$ cat src/rtl/img_buf_seq.sv
// img_buf_seq: frame sequencer for the 4-bank interpolation image buffer.
// FILL streams a raster frame into the buffer write port; READ turns map
// coordinates into buffer read addresses and delays the fractional weights
// so they line up with the buffer's lu/ru/ld/rd outputs.
module img_buf_seq #(
  parameter int IMG_WIDTH  = 8,
  parameter int IMG_HEIGHT = 8,
  parameter int FRAC_BITS  = 4,
  parameter int RD_LATENCY = 2
) (
  input  logic                    clk,
  input  logic                    rst_n,
  input  logic                    start,
  input  logic [7:0]              in_pixel,
  input  logic                    in_valid,
  output logic                    in_ready,
  output logic [7:0]              buf_pixel,
  output logic                    buf_w_en,
  output logic [9:0]              buf_wx,
  output logic [9:0]              buf_wy,
  input  logic [10+FRAC_BITS-1:0] crd_x,
  input  logic [10+FRAC_BITS-1:0] crd_y,
  input  logic                    crd_last,
  input  logic                    crd_valid,
  output logic                    crd_ready,
  output logic [9:0]              buf_rx,
  output logic [9:0]              buf_ry,
  output logic                    samp_valid,
  output logic [FRAC_BITS-1:0]    samp_fx,
  output logic [FRAC_BITS-1:0]    samp_fy,
  output logic                    samp_last,
  output logic                    busy,
  output logic                    frame_done
);

  localparam int CW = 10 + FRAC_BITS;
  localparam logic [9:0] X_LAST  = 10'(IMG_WIDTH - 1);
  localparam logic [9:0] Y_LAST  = 10'(IMG_HEIGHT - 1);
  localparam logic [9:0] X_CLAMP = 10'(IMG_WIDTH - 2);
  localparam logic [9:0] Y_CLAMP = 10'(IMG_HEIGHT - 2);
  localparam logic [FRAC_BITS-1:0] F_MAX = '1;

  typedef enum logic [1:0] {S_IDLE, S_FILL, S_READ, S_DRAIN} state_t;

  typedef struct packed {
    logic [FRAC_BITS-1:0] fx;
    logic [FRAC_BITS-1:0] fy;
    logic                 last;
  } samp_t;

  state_t r_state, w_state_nxt;

  logic [9:0] r_cx, r_cy;
  logic [7:0] r_pixel;
  logic       r_w_en;
  logic [9:0] r_wx, r_wy, r_rx, r_ry;
  logic       r_done;

  logic [RD_LATENCY:0] r_vld_pipe;
  samp_t               r_dat_pipe [RD_LATENCY:0];

  logic                 w_pix_hs, w_crd_hs, w_fill_end, w_samp_end;
  logic [9:0]           w_xi, w_yi, w_rx, w_ry;
  logic [FRAC_BITS-1:0] w_fx, w_fy;

  assign w_pix_hs   = in_valid && in_ready;
  assign w_crd_hs   = crd_valid && crd_ready;
  assign w_fill_end = w_pix_hs && (r_cx == X_LAST) && (r_cy == Y_LAST);
  assign w_samp_end = samp_valid && samp_last;

  assign w_xi = crd_x[CW-1:FRAC_BITS];
  assign w_yi = crd_y[CW-1:FRAC_BITS];

  // State register
  always_ff @(posedge clk or negedge rst_n) begin
    if (!rst_n) r_state <= S_IDLE;
    else        r_state <= w_state_nxt;
  end

  // Next-state: start only counts in IDLE; each phase ends on its last event
  always_comb begin
    w_state_nxt = r_state;
    case (r_state)
      S_IDLE:  if (start)                  w_state_nxt = S_FILL;
      S_FILL:  if (w_fill_end)             w_state_nxt = S_READ;
      S_READ:  if (w_crd_hs && crd_last)   w_state_nxt = S_DRAIN;
      S_DRAIN: if (w_samp_end)             w_state_nxt = S_IDLE;
      default:                             w_state_nxt = S_IDLE;
    endcase
  end

  // State-decoded outputs
  always_comb begin
    in_ready  = (r_state == S_FILL);
    crd_ready = (r_state == S_READ);
    busy      = (r_state != S_IDLE);
  end

  // Raster write counters and registered buffer write port
  always_ff @(posedge clk or negedge rst_n) begin
    if (!rst_n) begin
      r_cx    <= '0;
      r_cy    <= '0;
      r_pixel <= '0;
      r_w_en  <= 1'b0;
      r_wx    <= '0;
      r_wy    <= '0;
    end else begin
      r_w_en <= w_pix_hs;
      if (r_state == S_IDLE && start) begin
        r_cx <= '0;
        r_cy <= '0;
      end else if (w_pix_hs) begin
        r_pixel <= in_pixel;
        r_wx    <= r_cx;
        r_wy    <= r_cy;
        if (r_cx == X_LAST) begin
          r_cx <= '0;
          r_cy <= (r_cy == Y_LAST) ? 10'd0 : r_cy + 10'd1;
        end else begin
          r_cx <= r_cx + 10'd1;
        end
      end
    end
  end

  // Split coordinates; clamp so the bilinear 2x2 never leaves the frame
  always_comb begin
    w_rx = w_xi;
    w_fx = crd_x[FRAC_BITS-1:0];
    w_ry = w_yi;
    w_fy = crd_y[FRAC_BITS-1:0];
    if (w_xi >= X_LAST) begin
      w_rx = X_CLAMP;
      w_fx = F_MAX;
    end
    if (w_yi >= Y_LAST) begin
      w_ry = Y_CLAMP;
      w_fy = F_MAX;
    end
  end

  // Registered read address; holds between handshakes
  always_ff @(posedge clk or negedge rst_n) begin
    if (!rst_n) begin
      r_rx <= '0;
      r_ry <= '0;
    end else if (w_crd_hs) begin
      r_rx <= w_rx;
      r_ry <= w_ry;
    end
  end

  // Weight alignment pipe: stage 0 matches the address register, the last
  // stage matches the buffer outputs RD_LATENCY cycles later
  always_ff @(posedge clk or negedge rst_n) begin
    if (!rst_n) begin
      r_vld_pipe <= '0;
      for (int i = 0; i <= RD_LATENCY; i++) r_dat_pipe[i] <= '0;
    end else begin
      r_vld_pipe[0] <= w_crd_hs;
      r_dat_pipe[0] <= '{fx: w_fx, fy: w_fy, last: crd_last && w_crd_hs};
      for (int i = 1; i <= RD_LATENCY; i++) begin
        r_vld_pipe[i] <= r_vld_pipe[i-1];
        r_dat_pipe[i] <= r_dat_pipe[i-1];
      end
    end
  end

  // End-of-frame pulse, one cycle after the last sample leaves
  always_ff @(posedge clk or negedge rst_n) begin
    if (!rst_n) r_done <= 1'b0;
    else        r_done <= (r_state == S_DRAIN) && w_samp_end;
  end

  assign buf_pixel  = r_pixel;
  assign buf_w_en   = r_w_en;
  assign buf_wx     = r_wx;
  assign buf_wy     = r_wy;
  assign buf_rx     = r_rx;
  assign buf_ry     = r_ry;
  assign samp_valid = r_vld_pipe[RD_LATENCY];
  assign samp_fx    = r_dat_pipe[RD_LATENCY].fx;
  assign samp_fy    = r_dat_pipe[RD_LATENCY].fy;
  assign samp_last  = r_dat_pipe[RD_LATENCY].last;
  assign frame_done = r_done;

endmodule

$ cat config.mk
export PLATFORM = sky130hd
export DESIGN_NAME = img_buf_seq
export DESIGN_NICKNAME = d
export VERILOG_FILES = /design/src/rtl/img_buf_seq.sv
export SDC_FILE = /design/constraint.sdc
export NUM_CORES = 1
export LEC_CHECK = 0
export ABC_CLOCK_PERIOD_IN_PS = 2990
export CORE_MARGIN = 2
export CORE_UTILIZATION = 35
export CTS_CLUSTER_SIZE = 25
export DETAILED_ROUTE_END_ITERATION = 6
export GPL_ROUTABILITY_DRIVEN = 0
export RECOVER_POWER = 50
export SETUP_SLACK_MARGIN = 0.4
export SLEW_MARGIN = 20
export SYNTH_ARGS = -nofsm -noshare
export SYNTH_HDL_FRONTEND = slang
export SYNTH_SLANG_ARGS = --single-unit
$ cat constraint.sdc
create_clock -name clk -period 2.99 [get_ports clk]
set_clock_uncertainty 0.05 [all_clocks]
set_input_delay 0.598 -clock clk [delete_from_list [all_inputs] [get_ports clk]]
set_output_delay 0.598 -clock clk [all_outputs]
set_load 0.05 [all_outputs]
==> flow_metrics.py, run 1 <==
metrics = {
    "cells_and_area": {
        "diodes": 0,
        "final_common_cell": "dfrtp_1",
        "fin_util_pct": 49.5,
        "mostFrequentLayoutCells": "102 x dfrtp_1, 98 x clkdlybuf4s50_1, 28 x mux2_2",
        "syn_to_final_growth_pct": 36.1,
        "fin_cells": 559,
        "design_area_sq_um": 5410,
        "nNetsFinal": 462,
        "drive_above_1_share_pct": 15.5,
    },
    "global_route": {
        "antenna_found_initial": 0,
        "grtUsageTotal_pct": 14.1,
        "grt_max_degree": 54,
        "grt.overflow.total": 0,
        "grt_first_pass_wirelength_microns": 13800,
        "grt_pass1_vias": 2863,
    },
    "synth": {
        "ys_seq_elements": 102,
        "synth_cell_types": 42,
        "yosys.area.top_type": "dfrtp_1",
        "synth_edf_count": 0,
        "synth_top_area_share_pct": 64.2,
        "synth_nets": 358,
        "synthCells": 310,
        "avgSynthCellArea_sq_um": 12.8,
        "synth_area_leaders": "dfrtp_1 64%, mux2_2 7.9%, and2_1 2.7%",
        "ys_warn_count": 0,
        "synth-seq-area-share_pct": 64.2,
        "async_reset_ff_share_pct": 100,
        "syn_area_sq_um": 3970,
        "synth_top_flop_cell": "dfrtp_1",
    },
    "clock_tree": {
        "cts_tree": "built",
        "clk_pin_slew_ns": 0.07,
        "clock_path_buffers": 2,
        "htreeDepth": 3,
        "clock_latency_ns": 0.34,
        "cts_buffers": 9,
        "hold_buffers": 0,
        "root_buffer": "clkbuf_16",
        "clock-sinks": 102,
    },
    "placed_design": {
        "place_ws_ns": 0.560,
        "dpl-instance-area_sq_um": 5130,
        "dp_hpwl_microns": 6000,
        "portBuffers": 104,
        "placed_cells": 543,
    },
    "critical_path": {
        "arrival_ns": 1.76,
        "crit_path_max_incr_delay_ns": 0.55,
        "cp_top_family": "buffers and inverters",
        "crit_chain": "inv_1 -> ha_1 -> inv_1 -> dlygate4sd2_1",
        "cp_slowest_cell": "dlygate4sd2_1",
        "cp-end-kind": "output pin",
        "critPathRequiredTime_ns": 2.34,
        "worst_path_most_repeated_cell": "inv_1",
        "setup.worst_path.start_class": "flip-flop",
        "crit_type": "reg -> out",
        "cp_max_fo": 5,
        "cp_num_buf_inv": 3,
    },
    "drt": {
        "drtAntennaViolNets": 0,
        "drc": 0,
        "wl_microns": 8230,
        "vias_per_cell": 4.85,
        "firstDrtPassIters": 4,
        "drtIter0Drc": 96,
        "vias": 2713,
        "wl_per_cell_microns": 14.7,
    },
    "die": {
        "rows": 38,
        "die_h_microns": 111,
        "core_area_sq_um": 10900,
        "die_area_sq_um": 12200,
        "ioPinCount": 105,
        "initial_core_util_pct": 36.3,
        "die_w_microns": 111,
    },
    "sta": {
        "setup_viol": 0,
        "hold_ws_ns": 0.300,
        "period_share_pct": 80.6,
        "setup_tns_ns": 0,
        "tightestPinTransition_ns": 1.28,
        "finalCriticalPeriod_ns": 2.41,
        "max_freq_mhz": 415,
        "relSlewSlack_pct": 14.8,
        "rsz0062_at_grt": "no",
        "maxSlewViolCount": 0,
        "hold_viol": 0,
        "setup_ws_ns": 0.581,
    },
    "power": {
        "peakVddDrop_mv": 0.460,
        "cellLeakagePower_nw": 2.33,
        "finalPower_mw": 4.04,
        "pwr_density_cell_nw_per_um2": 747,
    },
    "run_status": {
        "outcome": "finished clean",
    },
    "min_path": {
        "hp-class": "reg -> reg",
    },
    "run": {
        "max-cap-violations": 0,
    },
}
## synth_stat cells, drive strengths merged, types with 2 or more instances
cell       n
buf       11
and2      18
a2bb2oi    2
mux2      28
xnor2      6
o211ai     5
a21oi      6
dfrtp    102
or2        9
or3        3
o31ai      7
clkbuf     5
a32oi      2
o21ai     10
nand2     26
nor4       5
nor2      11
nor3b      2
nand3     12
and3       4
inv        9
nor3       5
nand4      3
ha         6
## registers in the layout, summed over array words and instances, names as in the netlist
register,cells
buf_wy,10
r_state,2
buf_rx,10
samp_last,1
r_cx,10
samp_fx,4
buf_wx,10
buf_pixel,8
buf_ry,10
buf_w_en,1
samp_fy,4
r_vld_pipe,3
r_dat_pipe,18
frame_done,1
r_cy,10
## cell families after synthesis
| logic type | Yosys count | synth area share [%] |
|---|---|---|
| multiplexers | 28 | 7.93 |
| XOR/XNOR | 7 | 1.54 |
| adder cells (fa/ha/maj) | 6 | 1.89 |
| buffers and inverters | 25 | 3.21 |
| AND/OR/NAND/NOR | 104 | 14.7 |
| AO/OA/AOI/OAI | 38 | 6.52 |
| flip-flops | 102 | 64.2 |
## where the power goes
group / internal [mW] / switching, mW
combinational: 0.458 / 0.841
sequential: 1.53 / 0.0866
clock: 0.584 / 0.542
total: 2.57 / 1.47
## routing by layer
layer / GRT usage [%] / share of wire, %
met5: 0 / 0
met4: 6.00 / 1.4
met3: 5.05 / 8.9
met2: 22.3 / 47
met1: 17.5 / 42
## path summary, 6_finish.rpt
path	from	endpoint	slack, ns	cells after the start
worst max-delay path	r_state[0]	busy	0.58	4
worst min-delay path	r_dat_pipe[5]	r_dat_pipe[14]	0.30	0
worst max register to register	r_state[0]	r_cx[9]	0.92	6
worst min register to register	r_dat_pipe[5]	r_dat_pipe[14]	0.30	0
max in group asynchronous	rst_n	buf_wy[3]	0.76	2
min in group asynchronous	rst_n	buf_ry[6]	0.47	1
## area by class of cell
type / instances / area [sq um]
clock buffer: 9 / 225
clock inverter: 7 / 63.8
fill: 1008 / 5530
inverter: 9 / 33.8
multi-input combinational: 183 / 1290
sequential: 102 / 2550
tap: 140 / 175
timing repair buffer: 109 / 1060
## worst reg2reg max path: cells and delay by family (launching register included)
family / cells / cell delay (ns)
simple gates: 2 / 0.83
flops: 1 / 0.41
compound gates: 2 / 0.34
fa+ha+maj: 1 / 0.25
buf+inv: 1 / 0.12
## timing repair
item,in CTS,in global routing
setup endpoints to repair,3,0
gates resized for setup,3,0
buffers inserted,0,0
endpoints found under the hold margin,0,0
(Power assumes the default switching activity.)
==> inputs of run 2 (changes only) <==
--- a/config.mk
+++ b/config.mk
@@ -5,7 +5,7 @@
 export SDC_FILE = /design/constraint.sdc
 export NUM_CORES = 1
 export LEC_CHECK = 0
-export ABC_CLOCK_PERIOD_IN_PS = 2990
+export ABC_CLOCK_PERIOD_IN_PS = 2200
 export CORE_MARGIN = 2
 export CORE_UTILIZATION = 35
 export CTS_CLUSTER_SIZE = 25
==> constraint.sdc (replaced) <==
create_clock -name clk -period 2.2 [get_ports clk]
set_clock_uncertainty 0.05 [all_clocks]
set_input_delay 0.44 -clock clk [delete_from_list [all_inputs] [get_ports clk]]
set_output_delay 0.44 -clock clk [all_outputs]
set_load 0.05 [all_outputs]
==> flow_metrics.py, run 2 (synthesis results as in run 1) <==
metrics = {
    "run_status": {
        "outcome": "finished clean",
    },
    "min_path": {
        "hp-class": "reg -> reg",
    },
    "drt": {
        "vias": 2779,
        "wl_microns": 8570,
        "wl_per_cell_microns": 14.8,
        "vias_per_cell": 4.81,
        "drtIter0Drc": 106,
        "drtAntennaViolNets": 0,
        "drc": 0,
        "firstDrtPassIters": 4,
    },
    "clock_tree": {
        "root_buffer": "clkbuf_16",
        "clk_pin_slew_ns": 0.06,
        "clock_latency_ns": 0.34,
        "cts_tree": "built",
        "htreeDepth": 3,
        "cts_buffers": 9,
        "clock-sinks": 102,
        "clock_path_buffers": 2,
    },
    "cells_and_area": {
        "largest_reg_flops": 18,
        "final_common_cell": "dfrtp_1",
        "mostFrequentLayoutCells": "99 x dfrtp_1, 58 x dlygate4sd2_1, 38 x clkdlybuf4s50_1",
        "design_area_sq_um": 5710,
        "diodes": 0,
        "syn_to_final_growth_pct": 43.8,
        "top_register": "r_dat_pipe",
        "nNetsFinal": 481,
        "drive_above_1_share_pct": 24.4,
    },
    "die": {
        "initial_core_util_pct": 36.3,
        "die_w_microns": 111,
        "core_area_sq_um": 10900,
        "die_area_sq_um": 12200,
        "rows": 38,
        "ioPinCount": 105,
        "die_h_microns": 111,
    },
    "critical_path": {
        "cp_max_fo": 5,
        "crit_type": "reg -> out",
        "setup.worst_path.start_class": "flip-flop",
        "critPathRequiredTime_ns": 1.71,
        "arrival_ns": 1.48,
        "cp-end-kind": "output pin",
    },
    "power": {
        "cellLeakagePower_nw": 2.65,
        "finalPower_mw": 5.87,
        "peakVddDrop_mv": 0.643,
        "pwr_density_cell_nw_per_um2": 1030,
    },
    "run": {
        "max-cap-violations": 0,
    },
    "sta": {
        "setup_viol": 0,
        "rsz0062_at_grt": "yes",
        "maxSlewViolCount": 0,
        "tightestPinTransition_ns": 0.770,
        "relSlewSlack_pct": 48.7,
        "max_freq_mhz": 508,
        "period_share_pct": 89.4,
        "setup_tns_ns": 0,
        "hold_viol": 0,
        "finalCriticalPeriod_ns": 1.97,
    },
    "global_route": {
        "grtUsageTotal_pct": 14.7,
        "grt_max_degree": 48,
        "grt_pass1_vias": 2928,
        "antenna_found_initial": 0,
        "grt_first_pass_wirelength_microns": 14500,
        "grt.overflow.total": 0,
    },
    "placed_design": {
        "dpl-instance-area_sq_um": 5280,
        "dp_hpwl_microns": 6000,
        "portBuffers": 104,
    },
}
-- run 2: cell type report --
class | instances | area [sq um]
inverters | 9 | 37.5
fillers | 1013 | 5220
multi-input cells | 184 | 1440
clock inverters | 7 | 97.6
clock buffers | 9 | 225
well taps | 140 | 175
repair buffers | 127 | 1180
flip-flops and latches | 102 | 2560
-- run 2: metrics by stage --
step / utilization, % / cells / hold slack [ns] / setup slack [ns]
6_report: 52.3 / 578 / 0.297 / 0.232
5_1_grt: 52.3 / 578 / 0.311 / 0.162
4_1_cts: 51.6 / 574 / 0.299 / 0.272
3_5_place_dp: 48.3 / 549 / 0.198 / 0.0687
3_3_place_gp: 48.3 / 549 / 0.198 / 0.0865
2_1_floorplan: - / 310 / 0.0944 / 0.364
-- run 2: final timing paths --
check	start	endpoint	slack (ns)	cells after the start
worst max register to register	r_cy[3]	r_cy[6]	0.32	5
min in group asynchronous	rst_n	buf_rx[3]	0.45	2
max in group asynchronous	rst_n	r_state[0]	0.56	3
worst min register to register	r_dat_pipe[15]	samp_fx[1]	0.30	0
worst min-delay path	r_dat_pipe[15]	samp_fx[1]	0.30	0
worst max-delay path	r_state[0]	crd_ready	0.23	3
-- run 2: metal layers --
metal | global-route usage, % | vias up | part of all wire, %
met5 | 0 | - | 0
met2 | 23.0 | 82 | 47
met3 | 3.35 | 14 | 5.4
met4 | 7.50 | 0 | 2.7
li1 | - | 1324 | -
met1 | 19.2 | 1359 | 45
-- run 2: what timing repair did --
item / in CTS / in global routing
setup endpoints to repair: 74 / 52
hold buffers: 1 / 0
gates cloned: 1 / 0
resized for setup: 69 / 18
buffers inserted: 7 / 4
hold endpoints to repair: 2 / 0
pin swaps: 6 / 3
-- run 2: critical path: stages (launching register included) --
cell and delay, ns:
dfrtp_2 0.39, clkinvlp_2 0.21, ha_1 0.36, buf_12 0.18
-- run 2: report_power, final --
part,switching (mW),internal (mW),leakage [nW]
sequential,0.117,2.08,1.26
clock,0.699,1.00,0.152
combinational,1.22,0.754,1.24
==> inputs of run 3 (changes only) <==
--- a/config.mk
+++ b/config.mk
@@ -8,6 +8,7 @@
 export ABC_CLOCK_PERIOD_IN_PS = 2200
 export CORE_MARGIN = 2
 export CORE_UTILIZATION = 35
+export CTS_BUF_LIST = sky130_fd_sc_hd__clkbuf_4 sky130_fd_sc_hd__clkbuf_8
 export CTS_CLUSTER_SIZE = 25
 export DETAILED_ROUTE_END_ITERATION = 6
 export GPL_ROUTABILITY_DRIVEN = 0
==> flow_metrics.py, run 3 (synthesis results as in run 1) <==
metrics = {
    "run_status": {
        "outcome": "finished clean",
    },
    "global_route": {
        "grt_first_pass_wirelength_microns": 14300,
        "grt_pass1_vias": 2932,
        "antenna_found_initial": 0,
        "grt_max_degree": 48,
        "grtUsageTotal_pct": 14.5,
        "grt.overflow.total": 0,
    },
    "min_path": {
        "min-delay-start": "r_dat_pipe[15]",
        "hp-class": "reg -> reg",
    },
    "die": {
        "die_h_microns": 111,
        "core_area_sq_um": 10900,
        "die_area_sq_um": 12200,
        "initial_core_util_pct": 36.3,
        "ioPinCount": 105,
        "die_w_microns": 111,
        "rows": 38,
    },
    "critical_path": {
        "cp_num_buf_inv": 1,
        "timing.rr.start": "r_state[1]",
        "cp_top_family": "simple AND/OR/NAND/NOR gates",
        "crit_chain": "inv_2 -> ha_1 -> a22oi_2 -> or3b_4 -> or3_4 -> a21oi_2",
        "cp_max_fo": 5,
        "crit_type": "reg -> reg",
        "crit_path_max_incr_delay_ns": 0.42,
        "crit_start": "r_state[1]",
        "cp_slowest_cell": "dfrtp_1",
        "arrival_ns": 2.25,
        "critPathRequiredTime_ns": 2.45,
        "cp-end-kind": "flip-flop",
        "setup.worst_path.start_class": "flip-flop",
    },
    "cells_and_area": {
        "syn_to_final_growth_pct": 43.3,
        "nNetsFinal": 488,
        "fin_util_pct": 52.1,
        "diodes": 0,
        "mostFrequentLayoutCells": "100 x dfrtp_1, 39 x clkdlybuf4s50_1, 39 x dlygate4sd2_1",
        "final_common_cell": "dfrtp_1",
        "drive_above_1_share_pct": 26.3,
        "fillCellCount": 1001,
        "top_register": "r_dat_pipe",
        "largest_reg_flops": 18,
    },
    "clock_tree": {
        "clock_path_buffers": 2,
        "htreeDepth": 3,
        "cts_tree": "built",
        "root_buffer": "clkbuf_8",
        "clock_latency_ns": 0.36,
        "clock-sinks": 102,
        "clk_pin_slew_ns": 0.10,
        "cts_buffers": 9,
    },
    "power": {
        "cellLeakagePower_nw": 2.59,
        "pwr_density_cell_nw_per_um2": 975,
        "peakVddDrop_mv": 0.651,
    },
    "drt": {
        "firstDrtPassIters": 4,
        "drtIter0Drc": 95,
        "wl_microns": 8500,
        "vias_per_cell": 4.78,
        "wl_per_cell_microns": 14.5,
        "drc": 0,
        "drtAntennaViolNets": 0,
        "vias": 2799,
    },
    "sta": {
        "rsz0062_at_grt": "yes",
        "finalCriticalPeriod_ns": 2.01,
        "maxSlewViolCount": 0,
        "setup_viol": 0,
        "tightestPinTransition_ns": 0.762,
        "setup_tns_ns": 0,
        "max_freq_mhz": 498,
        "hold_viol": 0,
        "period_share_pct": 91.2,
        "relSlewSlack_pct": 49.2,
    },
    "placed_design": {
        "portBuffers": 104,
        "dp_hpwl_microns": 6000,
    },
    "run": {
        "max-cap-violations": 0,
    },
}
[run 3: cell count changes in the layout (fill, tap and decap cells not counted), sizes merged, moves of 4 or more]
cell	before	now
buf	22	28
clkdlybuf4s15	2	18
dlygate4sd2	58	39
clkbuf	13	17
[run 3: power by group]
part	total [mW]	internal, mW	switching [mW]
sequential	2.19	2.08	0.118
combinational	2.07	0.820	1.25
clock	1.29	0.645	0.646
[run 3: final timing paths]
check,endpoint,slack [ns],depth (start not counted)
max,r_cx[9],0.19,6
min,samp_fx[1],0.30,0
max reg2reg,r_cx[9],0.19,6
min reg2reg,samp_fx[1],0.30,0
max in group asynchronous,r_state[0],0.58,3
min in group asynchronous,buf_rx[3],0.43,2
[run 3: area by class of cell]
class                      instances  area (sq um)  share of cell area (%)
clock buffer                       9           124                    2.18
clock inverter                     7          97.6                    1.71
inverter                           9          36.3                   0.637
multi-input combinational        184          1450                    25.5
sequential                       102          2550                    44.9
tap                              140           175                    3.08
timing repair buffer             134          1250                    22.0
[run 3: timing repair]
action / 4_1_cts / 5_1_grt
resized for setup: 73 / 38
setup buffers: 9 / 9
hold endpoints to repair: 2 / 0
setup endpoints to repair: 74 / 51
hold buffers: 1 / 0
pin swaps: 11 / 7
gates cloned: 1 / 0
[run 3: routing by layer]
metal | global-route usage (%) | wire length (microns) | share of wire, % | vias up
li1 | - | - | - | 1333
met1 | 18.8 | 3810 | 45 | 1375
met2 | 22.2 | 4080 | 48 | 83
met3 | 4.50 | 487 | 5.7 | 8
met4 | 6.42 | 123 | 1.4 | 0
met5 | 0 | 0 | 0 | -
[run 3: stage by stage]
step | cell area, sq um | setup slack (ns) | total power, mW | std cells | hold slack [ns]
2_1_floorplan | 4060 | 0.364 | 3.51 | 310 | 0.0944
3_3_place_gp | 5280 | 0.0865 | 4.17 | 549 | 0.198
3_5_place_dp | 5280 | 0.0687 | 4.21 | 549 | 0.198
4_1_cts | 5580 | 0.304 | 5.58 | 576 | 0.303
5_1_grt | 5690 | 0.119 | 5.86 | 585 | 0.319
6_report | 5690 | 0.193 | 5.55 | 585 | 0.304
